<file path="src/rtl/div_pkg.sv">
// Shared definitions for the iterative divider: FSM state encoding and the
// width helper used to size the step counter.
package div_pkg;

  typedef enum logic [1:0] {
    IDLE,
    CALC,
    DONE
  } state_t;

  // Bits needed to hold values 0..value-1; callers pass DW+1 so the counter can reach DW.
  function automatic int clog2(input int value);
    int width;
    width = 0;
    for (int i = 0; i < 31; i++) begin
      if ((1 << i) < value) width = i + 1;
    end
    return width;
  endfunction

endpackage

</file>
<file path="src/rtl/div_param_if.sv">
// Request/result bundle of the divider. The sgn operand exists only when
// DIV_SIGNED_EN is defined.
interface div_param_if #(
  parameter int DW = 4
);
  logic              start;
  logic [2*DW-1:0]   num;
  logic [DW-1:0]     denom;
`ifdef DIV_SIGNED_EN
  logic              sgn;
`endif
  logic [DW-1:0]     quotient;
  logic [DW-1:0]     remainder;
  logic              rdy;
  logic              busy;
  logic              overflow;

  modport master (
`ifdef DIV_SIGNED_EN
    output sgn,
`endif
    output start, num, denom,
    input  quotient, remainder, rdy, busy, overflow
  );

  modport slave (
`ifdef DIV_SIGNED_EN
    input  sgn,
`endif
    input  start, num, denom,
    output quotient, remainder, rdy, busy, overflow
  );
endinterface

</file>
<file path="src/rtl/div_step.sv">
// One restoring-division step: shift the next dividend bit into the partial
// remainder, subtract the divisor if it fits, and emit the quotient bit.
module div_step #(
  parameter int DW = 4
) (
  input  logic [DW-1:0] rem_in,
  input  logic          bit_in,
  input  logic [DW-1:0] den,
  output logic [DW-1:0] rem_out,
  output logic          q_bit
);
  logic [DW:0]   trial;
  logic [DW+1:0] diff;

  always_comb begin
    trial   = {rem_in, bit_in};
    diff    = {1'b0, trial} - {2'b00, den};
    // rem_in < den keeps a successful difference below den, so both top bits are zero.
    q_bit   = (diff[DW+1:DW] == 2'b00);
    rem_out = q_bit ? diff[DW-1:0] : trial[DW-1:0];
  end
endmodule

</file>
<file path="src/rtl/div_param.sv">
// Iterative restoring divider, 2*DW / DW bits, one quotient bit per cycle.
// Define DIV_SIGNED_EN to add the sgn operand and two's-complement division.
module div_param
  import div_pkg::*;
#(
  parameter int DW = 4
) (
  input  logic         clk,
  input  logic         rst,
  div_param_if.slave   bus
);
  localparam int CW = clog2(DW + 1);

  state_t          state_reg, state_next;
  logic [CW-1:0]   cnt_reg;
  logic [DW-1:0]   rem_reg, lo_reg, den_reg;
  logic [DW-1:0]   quotient_reg, remainder_reg;
  logic            rdy_reg, overflow_reg, pre_ovf_reg;

  logic            accept, pre_ovf, last_step;
  logic [2*DW-1:0] num_mag;
  logic [DW-1:0]   den_mag;
  logic [DW-1:0]   step_rem;
  logic            step_q;
  logic [DW-1:0]   q_final, r_final;
  logic            ovf_final;

`ifdef DIV_SIGNED_EN
  localparam logic [DW-1:0] Q_LIM = {1'b1, {(DW-1){1'b0}}};
  logic num_neg, den_neg;
  logic sgn_reg, neg_q_reg, neg_r_reg;

  assign num_neg   = bus.sgn & bus.num[2*DW-1];
  assign den_neg   = bus.sgn & bus.denom[DW-1];
  assign num_mag   = num_neg ? -bus.num : bus.num;
  assign den_mag   = den_neg ? -bus.denom : bus.denom;
  assign q_final   = neg_q_reg ? -lo_reg : lo_reg;
  assign r_final   = neg_r_reg ? -rem_reg : rem_reg;
  // A negative quotient may reach -2^(DW-1); a positive one stops at 2^(DW-1)-1.
  assign ovf_final = pre_ovf_reg |
                     (sgn_reg & (neg_q_reg ? (lo_reg > Q_LIM) : (lo_reg > Q_LIM - 1'b1)));
`else
  assign num_mag   = bus.num;
  assign den_mag   = bus.denom;
  assign q_final   = lo_reg;
  assign r_final   = rem_reg;
  assign ovf_final = pre_ovf_reg;
`endif

  // DONE only takes a new request once its result has been published.
  assign accept    = bus.start & ((state_reg == IDLE) | ((state_reg == DONE) & rdy_reg));
  assign pre_ovf   = (den_mag == '0) | (num_mag[2*DW-1:DW] >= den_mag);
  assign last_step = (cnt_reg == CW'(DW - 1));

  div_step #(.DW(DW)) u_step (
    .rem_in  (rem_reg),
    .bit_in  (lo_reg[DW-1]),
    .den     (den_reg),
    .rem_out (step_rem),
    .q_bit   (step_q)
  );

  always_ff @(posedge clk or negedge rst) begin
    if (!rst) state_reg <= IDLE;
    else      state_reg <= state_next;
  end

  always_comb begin
    state_next = state_reg;
    case (state_reg)
      IDLE, DONE: if (accept) state_next = pre_ovf ? DONE : CALC;
      CALC:       if (last_step) state_next = DONE;
      default:    state_next = IDLE;
    endcase
  end

  always_ff @(posedge clk or negedge rst) begin
    if (!rst) begin
      cnt_reg       <= '0;
      rem_reg       <= '0;
      lo_reg        <= '0;
      den_reg       <= '0;
      pre_ovf_reg   <= 1'b0;
      quotient_reg  <= '0;
      remainder_reg <= '0;
      rdy_reg       <= 1'b0;
      overflow_reg  <= 1'b0;
`ifdef DIV_SIGNED_EN
      sgn_reg       <= 1'b0;
      neg_q_reg     <= 1'b0;
      neg_r_reg     <= 1'b0;
`endif
    end else if (accept) begin
      rem_reg      <= num_mag[2*DW-1:DW];
      lo_reg       <= num_mag[DW-1:0];
      den_reg      <= den_mag;
      pre_ovf_reg  <= pre_ovf;
      cnt_reg      <= '0;
      rdy_reg      <= 1'b0;
      overflow_reg <= 1'b0;
`ifdef DIV_SIGNED_EN
      sgn_reg      <= bus.sgn;
      neg_q_reg    <= num_neg ^ den_neg;
      neg_r_reg    <= num_neg;
`endif
    end else if (state_reg == CALC) begin
      rem_reg <= step_rem;
      lo_reg  <= {lo_reg[DW-2:0], step_q};
      cnt_reg <= cnt_reg + CW'(1);
    end else if ((state_reg == DONE) && !rdy_reg) begin
      rdy_reg       <= 1'b1;
      overflow_reg  <= ovf_final;
      quotient_reg  <= ovf_final ? '1 : q_final;
      remainder_reg <= ovf_final ? '1 : r_final;
    end
  end

  assign bus.quotient  = quotient_reg;
  assign bus.remainder = remainder_reg;
  assign bus.rdy       = rdy_reg;
  assign bus.busy      = (state_reg == CALC);
  assign bus.overflow  = overflow_reg;
endmodule

</file>
<file path="src/flat_wrapper.sv">
// flat-port wrapper written by rule: the top's interface ports become plain ports
module div_param_flat import div_pkg::*;
#(
  parameter int DW = 4
)
  (clk, rst, bus_start, bus_num, bus_denom, bus_quotient, bus_remainder, bus_rdy, bus_busy, bus_overflow);
  div_param_if #(.DW(DW)) bus_i ();
  input  logic clk;
  input  logic rst;
  input wire logic [$bits(bus_i.start)-1:0] bus_start;
  input wire logic [$bits(bus_i.num)-1:0] bus_num;
  input wire logic [$bits(bus_i.denom)-1:0] bus_denom;
  output wire logic [$bits(bus_i.quotient)-1:0] bus_quotient;
  output wire logic [$bits(bus_i.remainder)-1:0] bus_remainder;
  output wire logic [$bits(bus_i.rdy)-1:0] bus_rdy;
  output wire logic [$bits(bus_i.busy)-1:0] bus_busy;
  output wire logic [$bits(bus_i.overflow)-1:0] bus_overflow;
  assign bus_i.start = bus_start;
  assign bus_i.num = bus_num;
  assign bus_i.denom = bus_denom;
  assign bus_quotient = bus_i.quotient;
  assign bus_remainder = bus_i.remainder;
  assign bus_rdy = bus_i.rdy;
  assign bus_busy = bus_i.busy;
  assign bus_overflow = bus_i.overflow;
  div_param #(.DW(DW)) u_core (.clk(clk), .rst(rst), .bus(bus_i));
endmodule
</file>
<file path="config.mk">
export PLATFORM = sky130hd
export DESIGN_NAME = div_param_flat
export DESIGN_NICKNAME = d
export VERILOG_FILES = /design/src/rtl/div_pkg.sv /design/src/rtl/div_param_if.sv /design/src/rtl/div_step.sv /design/src/rtl/div_param.sv /design/src/flat_wrapper.sv
export SDC_FILE = /design/constraint.sdc
export NUM_CORES = 1
export LEC_CHECK = 0
export ABC_AREA = 0
export BUFFER_PORTS_ARGS = -buffer_cell sky130_fd_sc_hd__buf_4
export CORE_MARGIN = 1.5
export CORE_UTILIZATION = 40
export CTS_CLUSTER_SIZE = 16
export DETAILED_ROUTE_END_ITERATION = 16
export HOLD_SLACK_MARGIN = 0.1
export PLACE_DENSITY_LB_ADDON = 0.15
export REMOVE_ABC_BUFFERS = 1
export SYNTH_ARGS = -nofsm -noshare
export SYNTH_HDL_FRONTEND = slang
export SYNTH_SLANG_ARGS = --single-unit
</file>
<file path="constraint.sdc">
create_clock -name clk -period 2.35 [get_ports clk]
set_input_delay 0 -clock clk [delete_from_list [all_inputs] [get_ports clk]]
set_output_delay 0 -clock clk [all_outputs]
set_load 0.005 [all_outputs]
</file>
==> results_dict.tcl <==
set metrics [dict create \
    wl_per_cell_um 12.3 \
    fin_crit_sh_pct 96.9 \
    synth_area_leaders "dfrtp_1, ha_1, nand2_1, nor2_1, a21oi_1" \
    tritoncts "built" \
    synth_edf_count 0 \
    setup_viol 0 \
    initial_utilization_pct 42.5 \
    ys_ff_latch 28 \
    wl_um 2960 \
    synth_cells 154 \
    skew_ps 3.12 \
    io_pins 26 \
    arrival_ps 2520 \
    synth_flop_cell "dfrtp_1" \
    worstSetupPathType "register to register" \
    via_count 1174 \
    syn_area_per_cell_um2 9.43 \
    synth_most_common_cell "dfrtp_1" \
    viasPerCell 4.89 \
    grt_max_degree 29 \
    track_usage_pct 16.8 \
    netlist_area_mm2 0.00145 \
    hold_ws_ps 93.2 \
    cp_max_fo 6 \
    hold_violations 0 \
    final_area_mm2 0.00188 \
    final_max_slew_viol_count 0 \
    worst_slew_pin_slew_ps 511 \
    drt_iter0_markers 52 \
    synth_top_area_share_pct 48.2 \
    required_ps 2590 \
    slew_headroom_pct 65.7 \
    max_clock_freq_ghz 0.439 \
    hpwl_um 2070 \
    htree_levels 1 \
    maxCapViolCount 0 \
    fin_tns_setup_ps 0 \
    start_kind "register" \
    clockBufferDepth 2 \
    vdd.ir_drop.worst_mv 0.802 \
    cts.clk_slew.worst_paths_ps 150 \
    grt_first_pass_wirelength_um 5380 \
    first_global_vias 1211 \
    cts_root_buf "clkbuf_4" \
    dpl_cell_area_mm2 0.00169 \
    num_rows 21 \
    async_flop_share_pct 100 \
    p_leak_nw 0.907 \
    synthTopCellsByCount "dfrtp_1, nand2_1, nor2_1" \
    coreArea_mm2 0.00342 \
    synth_cell_type_count 30 \
    ys_warn_count 0 \
    finish.net_count 221 \
    firstDrtPassIters 4 \
    clkLatencyLatePin_ps 340 \
    rsz0062_at_grt "no" \
    die_area_mm2 0.00400 \
    hold_path_class "primary input to asynchronous set/reset pin" \
    status "finished, final reports clean" \
    gp_congestion 0.773 \
    cts_sinks 28 \
    diodes 0 \
    drcViolationCount 0 \
    grt_antenna_before_repair 0 \
    period_minus_slack_ps 2280 \
    io_buffer_count 25 \
    grt_overflow 0 \
    power_density_mw_per_mm2 1300 \
    dieHeight_um 63.3 \
    numCtsBuffers 3 \
    synth_largest_area_cell "dfrtp_1" \
    endpoint_kind "register" \
    antenna_left 0 \
    fp.dieW_um 63.3 \
    drive_gt1_share_pct 17.5 \
    ys_seq_area_share_pct 48.2 \
    syn_to_final_growth_pct 29.5 \
]
==> critical path, stage by stage, from the launching register on <==
cell and delay (ps):
dfrtp_1 440, inv_1 70, ha_1 140, inv_1 60, fa_1 400, a21o_1 200
a211o_1 290, o311a_1 210, a311o_1 380
==> layer usage <==
metal | global-route usage [%] | up-vias | share of wire [%]
li1 | - | 605 | -
met1 | 21.9 | 542 | 47
met2 | 28.5 | 23 | 48
met3 | 4.29 | 4 | 4.5
met4 | 3.26 | 0 | 1.1
met5 | 0 | - | 0
==> final timing paths <==
check | from | endpoint | slack, ps | depth (start not counted)
min reg2reg | u_core.cnt_reg[0] | u_core.cnt_reg[0] | 510 | 1
min | rst | u_core.bus.overflow | 90 | 2
min in group clk | bus_num[2] | u_core.lo_reg[2] | 410 | 4
max reg2reg | u_core.lo_reg[3] | u_core.r_final[0] | 70 | 8
max | u_core.lo_reg[3] | u_core.r_final[0] | 70 | 8
max in group asynchronous | rst | u_core.cnt_reg[0] | 2000 | 2
==> cells in the final DEF, fill, tap and decap left out, drive strengths merged <==
master       instances
buf                 28
dfrtp               28
nand2               23
nor2                19
dlygate4sd3         14
inv                 12
a21oi               11
o21ai               10
ha                  10
a21o                 6
a22oi                5
nand2b               3
mux2i                3
clkbuf               3
o221ai               2
nor3                 2
clkinv               1
mux2                 1
xor2                 1
a31oi                1
a211o                1
o311a                1
xnor2                1
o22ai                1
nor4                 1
a211oi               1
nor3b                1
a311o                1
o2bb2ai              1
fa                   1
bufinv               1
==> final cells by class <==
class                   instances  area (um2)
fillers                       322        1530
flip-flops and latches         28         701
multi-input cells             107         672
repair buffers                 42         350
well taps                      46        57.6
inverters                      13        48.8
clock inverters                 1        30.0
clock buffers                   3        22.5
==> timing repair <==
item / 4_1_cts / 5_1_grt
buffers inserted: 0 / 0
hold buffers: 14 / 0
endpoints found under the hold margin: 42 / 0
gates resized for setup: 0 / 0
==> logic make-up (layout without fill, tap and decap cells) <==
kind of cell	after synthesis	count (layout)	synth area share, %
compound gates	41	41	18.1
xor+xnor	2	2	1.21
fa+ha+maj	11	11	9.99
buf+inv	19	59	5.51
flops	28	28	48.2
mux	4	4	2.84
simple gates	49	49	14.1
==> stage by stage <==
stage / power, W / std cells / setup slack (ps) / utilization [%]
after floorplan: 0.00172 / 148 / 227 / -
after global placement: 0.00210 / 222 / 147 / 49.5
after detailed placement: 0.00213 / 222 / 98.9 / 49.5
after CTS: 0.00247 / 240 / 78.5 / 55.1
after global routing: 0.00269 / 240 / 13.9 / 55.1
final: 0.00245 / 240 / 73.3 / 55.1
==> where the power goes <==
part           switching (W)  total [W]  internal, W
sequential          0.000180   0.000892     0.000712
clock               0.000149   0.000322     0.000173
combinational       0.000631    0.00123     0.000601
total               0.000960    0.00245      0.00149
Power figures use the tool's default switching activity.
